### config.mk
export PLATFORM = sky130hd
export DESIGN_NAME = alu_seq_flat
export DESIGN_NICKNAME = d
export VERILOG_FILES = /design/src/rtl/alu_seq_pkg.sv /design/src/rtl/alu_seq_if.sv /design/src/rtl/alu_seq_mdu_iter.sv /design/src/rtl/alu_seq.sv /design/src/flat_wrapper.sv
export SDC_FILE = /design/constraint.sdc
export NUM_CORES = 1
export LEC_CHECK = 0
export BUFFER_PORTS_ARGS = -buffer_cell sky130_fd_sc_hd__buf_2
export CAP_MARGIN = 10
export CORE_MARGIN = 3
export CORE_UTILIZATION = 55
export CTS_CLUSTER_DIAMETER = 40
export DETAILED_ROUTE_END_ITERATION = 6
export PLACE_DENSITY = 0.76
export SLEW_MARGIN = 40
export SYNTH_ARGS = -nofsm -noshare
export SYNTH_HDL_FRONTEND = slang
export SYNTH_SLANG_ARGS = --single-unit
export TNS_END_PERCENT = 10
### constraint.sdc
create_clock -name i_clk -period 4.6 [get_ports i_clk]
set_input_delay 0.23 -clock i_clk [delete_from_list [all_inputs] [get_ports i_clk]]
set_output_delay 0.23 -clock i_clk [all_outputs]
set_load 0.03 [all_outputs]
### src/rtl/alu_seq_pkg.sv
`default_nettype none
// +----------------------------------------------------------------------------+
// | Package : alu_pkg                                                          |
// | Brief   : Op codes, FSM states and op classification for alu_seq.          |
// | Rev     : 1.0  initial release                                             |
// +----------------------------------------------------------------------------+
package alu_pkg;

  typedef enum logic [4:0] {
    ALU_ADD    = 5'd0,
    ALU_SUB    = 5'd1,
    ALU_SLT    = 5'd2,
    ALU_SLTU   = 5'd3,
    ALU_XOR    = 5'd4,
    ALU_OR     = 5'd5,
    ALU_AND    = 5'd6,
    ALU_SLL    = 5'd7,
    ALU_SRL    = 5'd8,
    ALU_SRA    = 5'd9,
    ALU_MUL    = 5'd10,
    ALU_MULH   = 5'd11,
    ALU_MULHSU = 5'd12,
    ALU_MULHU  = 5'd13,
    ALU_DIV    = 5'd14,
    ALU_DIVU   = 5'd15,
    ALU_REM    = 5'd16,
    ALU_REMU   = 5'd17
  } alu_op_e;

  typedef enum logic [1:0] {
    IDLE = 2'd0,
    BUSY = 2'd1,
    DONE = 2'd2
  } alu_state_e;

  // Multiply/divide ops run on the iterative engine; everything else is single-cycle.
  function automatic logic is_mop(input alu_op_e op);
    return (op >= ALU_MUL) && (op <= ALU_REMU);
  endfunction

endpackage
`default_nettype wire

### src/rtl/alu_seq_if.sv
`default_nettype none
// +----------------------------------------------------------------------------+
// | Interface : alu_seq_if                                                     |
// | Brief     : Operand-side and result-side valid/ready bundle of alu_seq.    |
// | Rev       : 1.0  initial release                                           |
// +----------------------------------------------------------------------------+
interface alu_seq_if #(
  parameter int XLEN = 32
);
  import alu_pkg::*;

  logic            i_valid;
  logic            o_ready;
  logic [XLEN-1:0] i_op_a;
  logic [XLEN-1:0] i_op_b;
  alu_op_e         i_alu_op;
  logic            i_flush;
  logic            o_valid;
  logic            i_ready;
  logic [XLEN-1:0] o_alu_data;
  logic            o_busy;

  modport slave (
    input  i_valid, i_op_a, i_op_b, i_alu_op, i_flush, i_ready,
    output o_ready, o_valid, o_alu_data, o_busy
  );

  modport master (
    output i_valid, i_op_a, i_op_b, i_alu_op, i_flush, i_ready,
    input  o_ready, o_valid, o_alu_data, o_busy
  );

endinterface
`default_nettype wire

### src/rtl/alu_seq_mdu_iter.sv
`default_nettype none
// +----------------------------------------------------------------------------+
// | Module : mdu_iter                                                          |
// | Brief  : Iterative multiply/divide, one bit per i_step. Operands are made  |
// |          magnitudes at i_start, the sign is restored on the way out, and   |
// |          divide-by-zero / signed overflow are resolved explicitly.         |
// | Rev    : 1.0  initial release                                              |
// +----------------------------------------------------------------------------+
module mdu_iter
  import alu_pkg::*;
#(
  parameter int XLEN = 32
) (
  input  logic            i_clk,
  input  logic            i_rst_n,
  input  logic            i_start,
  input  logic            i_step,
  input  alu_op_e         i_op,
  input  logic [XLEN-1:0] i_op_a,
  input  logic [XLEN-1:0] i_op_b,
  output logic [XLEN-1:0] o_result
);

  localparam logic [XLEN-1:0] c_int_min = {1'b1, {(XLEN-1){1'b0}}};

  logic            w_is_div, w_a_neg, w_b_neg;
  logic [XLEN-1:0] w_mag_a, w_mag_b;

  alu_op_e         r_op;
  logic [XLEN-1:0] r_a, r_operand;
  logic            r_is_div, r_neg_q, r_neg_r, r_divz, r_ovf;
  // Multiply: {partial high, multiplier shifting out}. Divide: {remainder, quotient}.
  logic [2*XLEN-1:0] r_prod;

  logic [XLEN:0]     w_sum, w_shift;
  logic              w_geq;
  logic [XLEN-1:0]   w_diff, w_rem_next;
  logic [2*XLEN-1:0] w_prod_next;

  logic [2*XLEN-1:0] w_prod_fix;
  logic [XLEN-1:0]   w_quo, w_rem;

  // Start-time sign fixup: turn signed operands into magnitudes.
  always_comb begin
    w_is_div = i_op inside {ALU_DIV, ALU_DIVU, ALU_REM, ALU_REMU};
    w_a_neg  = (i_op inside {ALU_MULH, ALU_MULHSU, ALU_DIV, ALU_REM}) & i_op_a[XLEN-1];
    w_b_neg  = (i_op inside {ALU_MULH, ALU_DIV, ALU_REM}) & i_op_b[XLEN-1];
    w_mag_a  = w_a_neg ? -i_op_a : i_op_a;
    w_mag_b  = w_b_neg ? -i_op_b : i_op_b;
  end

  // One shift-add (multiply) or restoring-subtract (divide) iteration.
  always_comb begin
    w_sum      = {1'b0, r_prod[2*XLEN-1:XLEN]} + (r_prod[0] ? {1'b0, r_operand} : '0);
    w_shift    = {r_prod[2*XLEN-1:XLEN], r_prod[XLEN-1]};
    w_geq      = (w_shift >= {1'b0, r_operand});
    // Truncated difference is exact whenever w_geq, since the remainder stays below the divisor.
    w_diff     = w_shift[XLEN-1:0] - r_operand;
    w_rem_next = w_geq ? w_diff : w_shift[XLEN-1:0];
    if (r_is_div) begin
      w_prod_next = {w_rem_next, r_prod[XLEN-2:0], w_geq};
    end else begin
      w_prod_next = {w_sum, r_prod[XLEN-1:1]};
    end
  end

  // Capture operands on start, then advance one bit per step.
  always_ff @(posedge i_clk) begin
    if (!i_rst_n) begin
      r_op      <= ALU_ADD;
      r_a       <= '0;
      r_operand <= '0;
      r_is_div  <= 1'b0;
      r_neg_q   <= 1'b0;
      r_neg_r   <= 1'b0;
      r_divz    <= 1'b0;
      r_ovf     <= 1'b0;
      r_prod    <= '0;
    end else if (i_start) begin
      r_op      <= i_op;
      r_a       <= i_op_a;
      r_operand <= w_is_div ? w_mag_b : w_mag_a;
      r_is_div  <= w_is_div;
      r_neg_q   <= w_a_neg ^ w_b_neg;
      r_neg_r   <= w_a_neg;
      r_divz    <= (i_op_b == '0);
      r_ovf     <= (i_op inside {ALU_DIV, ALU_REM}) && (i_op_a == c_int_min) && (i_op_b == '1);
      r_prod    <= w_is_div ? {{XLEN{1'b0}}, w_mag_a} : {{XLEN{1'b0}}, w_mag_b};
    end else if (i_step) begin
      r_prod    <= w_prod_next;
    end
  end

  // End-time sign restore and special-case selection.
  always_comb begin
    w_prod_fix = r_neg_q ? -r_prod : r_prod;
    w_quo      = r_neg_q ? -r_prod[XLEN-1:0] : r_prod[XLEN-1:0];
    w_rem      = r_neg_r ? -r_prod[2*XLEN-1:XLEN] : r_prod[2*XLEN-1:XLEN];
    o_result   = '0;
    case (r_op)
      ALU_MUL:                        o_result = w_prod_fix[XLEN-1:0];
      ALU_MULH, ALU_MULHSU, ALU_MULHU: o_result = w_prod_fix[2*XLEN-1:XLEN];
      ALU_DIV, ALU_DIVU:              o_result = r_divz ? '1 : (r_ovf ? r_a : w_quo);
      ALU_REM, ALU_REMU:              o_result = r_divz ? r_a : (r_ovf ? '0 : w_rem);
      default:                        o_result = '0;
    endcase
  end

endmodule
`default_nettype wire

### src/rtl/alu_seq.sv
`default_nettype none
// +----------------------------------------------------------------------------+
// | Module : alu_seq                                                           |
// | Brief  : Sequential RV32I/RV32M ALU with valid/ready on both sides.        |
// |          Simple ops register in one cycle; M-ops run on mdu_iter.          |
// |          Define ALU_SEQ_MULDIV_EN to build the multiply/divide engine;     |
// |          without it, codes 10-17 return 0 like any other simple op.        |
// | Rev    : 1.0  initial release                                              |
// +----------------------------------------------------------------------------+
module alu_seq
  import alu_pkg::*;
#(
  parameter int XLEN = 32
) (
  input logic     i_clk,
  input logic     i_rst_n,
  alu_seq_if.slave bus
);

  localparam int SHAMT_W = $clog2(XLEN);

  alu_state_e       r_state, w_state_next;
  logic             r_valid;
  logic [XLEN-1:0]  r_data;
  logic             w_ready, w_busy, w_accept, w_accept_mop, w_last;
  logic [SHAMT_W-1:0] w_shamt;
  logic [XLEN-1:0]  w_simple, w_mdu_result;

  assign w_accept = bus.i_valid & w_ready;

`ifdef ALU_SEQ_MULDIV_EN
  logic [SHAMT_W-1:0] r_count;

  assign w_accept_mop = w_accept & is_mop(bus.i_alu_op);
  assign w_last       = (r_count == SHAMT_W'(XLEN-1));

  // Iteration counter: cleared on an M-op accept, advances once per BUSY cycle.
  always_ff @(posedge i_clk) begin
    if (!i_rst_n) begin
      r_count <= '0;
    end else if (w_accept_mop) begin
      r_count <= '0;
    end else if (r_state == BUSY) begin
      r_count <= r_count + 1'b1;
    end
  end

  mdu_iter #(.XLEN(XLEN)) u_mdu (
    .i_clk    (i_clk),
    .i_rst_n  (i_rst_n),
    .i_start  (w_accept_mop),
    .i_step   (r_state == BUSY),
    .i_op     (bus.i_alu_op),
    .i_op_a   (bus.i_op_a),
    .i_op_b   (bus.i_op_b),
    .o_result (w_mdu_result)
  );
`else
  assign w_accept_mop = 1'b0;
  assign w_last       = 1'b1;
  assign w_mdu_result = '0;
`endif

  // Single-cycle datapath; M-op codes and unused codes fall through to 0.
  always_comb begin
    w_shamt  = bus.i_op_b[SHAMT_W-1:0];
    w_simple = '0;
    case (bus.i_alu_op)
      ALU_ADD:  w_simple = bus.i_op_a + bus.i_op_b;
      ALU_SUB:  w_simple = bus.i_op_a - bus.i_op_b;
      ALU_SLT:  w_simple = {{(XLEN-1){1'b0}}, $signed(bus.i_op_a) < $signed(bus.i_op_b)};
      ALU_SLTU: w_simple = {{(XLEN-1){1'b0}}, bus.i_op_a < bus.i_op_b};
      ALU_XOR:  w_simple = bus.i_op_a ^ bus.i_op_b;
      ALU_OR:   w_simple = bus.i_op_a | bus.i_op_b;
      ALU_AND:  w_simple = bus.i_op_a & bus.i_op_b;
      ALU_SLL:  w_simple = bus.i_op_a << w_shamt;
      ALU_SRL:  w_simple = bus.i_op_a >> w_shamt;
      ALU_SRA:  w_simple = $unsigned($signed(bus.i_op_a) >>> w_shamt);
      default:  w_simple = '0;
    endcase
  end

  // FSM state register.
  always_ff @(posedge i_clk) begin
    if (!i_rst_n) begin
      r_state <= IDLE;
    end else begin
      r_state <= w_state_next;
    end
  end

  // FSM next state; flush returns to IDLE from anywhere.
  always_comb begin
    w_state_next = r_state;
    if (bus.i_flush) begin
      w_state_next = IDLE;
    end else begin
      case (r_state)
        IDLE:    if (w_accept_mop) w_state_next = BUSY;
        BUSY:    if (w_last)       w_state_next = DONE;
        DONE:    w_state_next = IDLE;
        default: w_state_next = IDLE;
      endcase
    end
  end

  // FSM outputs: accept only when idle and the output slot is free or draining.
  always_comb begin
    w_ready = (r_state == IDLE) & (~r_valid | bus.i_ready) & ~bus.i_flush;
`ifdef ALU_SEQ_MULDIV_EN
    w_busy  = (r_state == BUSY);
`else
    w_busy  = 1'b0;
`endif
  end

  // Output register: load on simple accept or DONE, hold until consumed.
  always_ff @(posedge i_clk) begin
    if (!i_rst_n) begin
      r_valid <= 1'b0;
      r_data  <= '0;
    end else if (bus.i_flush) begin
      r_valid <= 1'b0;
    end else if (w_accept & ~w_accept_mop) begin
      r_valid <= 1'b1;
      r_data  <= w_simple;
    end else if (r_state == DONE) begin
      r_valid <= 1'b1;
      r_data  <= w_mdu_result;
    end else if (r_valid & bus.i_ready) begin
      r_valid <= 1'b0;
    end
  end

  assign bus.o_ready    = w_ready;
  assign bus.o_valid    = r_valid;
  assign bus.o_alu_data = r_data;
  assign bus.o_busy     = w_busy;

endmodule
`default_nettype wire

### src/flat_wrapper.sv
// flat-port wrapper written by rule: the top's interface ports become plain ports
module alu_seq_flat import alu_pkg::*;
#(
  parameter int XLEN = 32
)
  (i_clk, i_rst_n, bus_i_valid, bus_i_op_a, bus_i_op_b, bus_i_alu_op, bus_i_flush, bus_i_ready, bus_o_ready, bus_o_valid, bus_o_alu_data, bus_o_busy);
  alu_seq_if #(.XLEN(XLEN)) bus_i ();
  input logic i_clk;
  input logic i_rst_n;
  input wire logic [$bits(bus_i.i_valid)-1:0] bus_i_valid;
  input wire logic [$bits(bus_i.i_op_a)-1:0] bus_i_op_a;
  input wire logic [$bits(bus_i.i_op_b)-1:0] bus_i_op_b;
  input wire logic [$bits(bus_i.i_alu_op)-1:0] bus_i_alu_op;
  input wire logic [$bits(bus_i.i_flush)-1:0] bus_i_flush;
  input wire logic [$bits(bus_i.i_ready)-1:0] bus_i_ready;
  output wire logic [$bits(bus_i.o_ready)-1:0] bus_o_ready;
  output wire logic [$bits(bus_i.o_valid)-1:0] bus_o_valid;
  output wire logic [$bits(bus_i.o_alu_data)-1:0] bus_o_alu_data;
  output wire logic [$bits(bus_i.o_busy)-1:0] bus_o_busy;
  assign bus_i.i_valid = bus_i_valid;
  assign bus_i.i_op_a = bus_i_op_a;
  assign bus_i.i_op_b = bus_i_op_b;
  assign bus_i.i_alu_op = bus_i_alu_op;
  assign bus_i.i_flush = bus_i_flush;
  assign bus_i.i_ready = bus_i_ready;
  assign bus_o_ready = bus_i.o_ready;
  assign bus_o_valid = bus_i.o_valid;
  assign bus_o_alu_data = bus_i.o_alu_data;
  assign bus_o_busy = bus_i.o_busy;
  alu_seq #(.XLEN(XLEN)) u_core (.i_clk(i_clk), .i_rst_n(i_rst_n), .bus(bus_i));
endmodule
==> results.toml <==
[clock_network]
cts_buffers = 5
clkTransAtPathRegs_ns = 0.06
cts_hold_buf = 0
cts.sinks = 33
cts_tree = "built"
cts_max_path_buffers = 2
htree_levels = 2
cts-root-buf = "clkbuf_16"
insertion_delay_ns = 0.29
post_cts_buffers = 0
cts-resized-gates = 0

[logic_synthesis]
synth_cells = 1310
syn_nets = 1486
synth_edf_count = 0
yosys_most_used_dff = "dfxtp_1"
synth_seq_area_share_pct = 6.90
synth_area_mm2 = 0.00958
async_flop_share_pct = 0
ys_ff_latch = 33
synth.distinct_cells = 81
postSynthAreaPerCell_um2 = 7.31
yosys_warnings = 0

[detailed_routing]
wl_mm = 41.0
firstDrtPassIters = 7
antenna_left = 0
drt_iter0_drc = 1583
wire_per_inst_um = 26.1
via_per_inst = 7.22
route.detailed.drc = 0
vias = 11300

[floorplan]
num_rows = 47
initial_core_util_pct = 57.0
core_area_mm2 = 0.0168
io_pins = 109
dieArea_mm2 = 0.0190
dieWidth_um = 138
die_h_um = 138

[final_layout]
syn_to_final_growth_pct = 8.23
final_common_cell = "nor2_1"
final_cell_mix = "nor2_1 (155), a21oi_1 (117), nand2_1 (106), buf_2 (106), o21ai_0 (105)"
fin_nets = 1524
drive_gt1_share_pct = 17.9
antenna_cells = 0

[placement]
port_buffers = 107
place_congestion = 1.03
dp_hpwl_mm = 31.3

[global_routing]
grt_pass1_vias = 10100
grt-ovfl-total = 0
grt_pass1_wl_mm = 61.1
grt_max_degree = 71
grtUsageTotal_pct = 42.2
antenna_found_initial = 1

[worst_setup_path]
crit_slowest_cell = "o41ai_1"
required_ns = 4.81
cpPeakStageDelay_ns = 0.66
start_kind = "input pin"
arrival_ns = 3.68
startpoint = "bus_i_op_a[0]"
reg2reg_from = "u_core.bus.o_valid"
crit_type = "input pin to flop"
cp_cell_sequence = "buf_2 > ha_1 > fa_1 > a211oi_1 > o21ai_0 > nand3_1 > o211ai_1 > o41ai_1 > a211oi_2 > a211oi_1 > nand4_1 > o211ai_1"
worst-path-max-fanout = 6
cp-end-kind = "flop"

[pwr]
irDropWorstVdd_mv = 0.145
power_mw = 1.81
leakagePower_nw = 4.46
powerDensity_mw_per_mm2 = 174

[timing]
fin_worst_skew_ns = 0.00599
report.final.slew_viol_count = 0
tns_ns = 0
rsz0062_at_grt = "no"
worst_pin_slew_ns = 0.871
fmax_ghz = 0.288
period_needed_ns = 3.47
setup_viol = 0
fin_crit_sh_pct = 75.4
finalHoldViolCount = 0
relSlewSlack_pct = 41.8

[job]
maxCapViolCount = 0

[outcome]
status = "complete, no violations"

[hold_path]
holdCritStartpoint = "bus_i_flush"
hp-class = "input pin to flop"
## cells in the mapped netlist (12+ instances only)
| master | number | area share (%) |
|---|---|---|
| mux4_2 | 61 | 14 |
| a31oi_1 | 13 | 0.85 |
| clkbuf_1 | 66 | 2.6 |
| a221oi_1 | 17 | 1.6 |
| o21bai_1 | 14 | 1.1 |
| nand2_1 | 107 | 4.2 |
| inv_1 | 90 | 3.5 |
| buf_1 | 15 | 0.59 |
| dfxtp_1 | 33 | 6.9 |
| o211ai_1 | 24 | 1.9 |
| nor3_1 | 35 | 1.8 |
| a211oi_1 | 35 | 2.7 |
| nor4_1 | 12 | 0.78 |
| a21oi_1 | 117 | 6.1 |
| o31ai_1 | 12 | 0.94 |
| mux2i_1 | 39 | 4.1 |
| o21ai_0 | 105 | 5.5 |
| ha_1 | 100 | 13 |
| nand3_1 | 16 | 0.84 |
| a22oi_1 | 21 | 1.6 |
| nor2_1 | 156 | 6.1 |
| buf_2 | 14 | 0.73 |
| a21o_1 | 19 | 1.5 |
## area by class of cell
type	count	area, um2
inverters	94	353
well taps	220	275
multi-input cells	1079	8140
clock inverters	1	30.0
repair buffers	135	764
fillers	1630	6450
clock buffers	7	143
flip-flops and latches	33	661
## metrics by stage
stage	instances	util [%]	hold slack (ns)	setup WS [ns]	area, um2
final	1569	61.6	0.120	1.13	10400
after floorplan	1310	-	0.309	1.03	9580
after CTS	1569	61.6	0.124	1.21	10400
after detailed placement	1561	60.5	0.418	0.942	10200
after global placement	1561	60.5	0.414	0.988	10200
after global routing	1569	61.6	0.132	0.906	10400
## sequential cells by signal (all words and copies together) (netlist names)
| name | cells |
|---|---|
| u_core.bus.o_alu_data | 32 |
| u_core.bus.o_valid | 1 |
## cell families after synthesis
logic type	share of synthesized area, %
AOI/OAI and AO/OA	32.4
DFF	6.90
other	0.0391
buffers and inverters	8.35
xor gates and xnor gates	1.28
adders and majority gates	13.5
muxes	19.5
and+or+nand+nor	18.1
## metal layers
layer | track usage (%) | up-vias | wire length, um
li1 | - | 4973 | -
met2 | 62.1 | 891 | 17100
met4 | 17.9 | 2 | 2290
met3 | 10.4 | 153 | 5730
met1 | 58.7 | 5313 | 15800
met5 | 0 | - | 13
## path summary, 6_finish.rpt
path / slack (ns) / cells past startpoint / end
max reg2reg: 1.99 / 9 / u_core.bus.o_alu_data[31]
min: 0.12 / 2 / u_core.bus.o_valid
max: 1.13 / 12 / u_core.bus.o_alu_data[26]
min reg2reg: 0.45 / 2 / u_core.bus.o_alu_data[15]
## power by group
part / switching (mW) / internal, mW
logic: 0.701 / 0.390
clock network: 0.154 / 0.272
registers: 0.00242 / 0.289
total: 0.858 / 0.951
## worst max-delay path: cells and delay by family
family,cells,cell delay (ns)
simple gates,2,0.28
compound gates,7,2.30
buf+inv,1,0.14
fa+ha+maj,2,0.72
(Power assumes the default switching activity.)
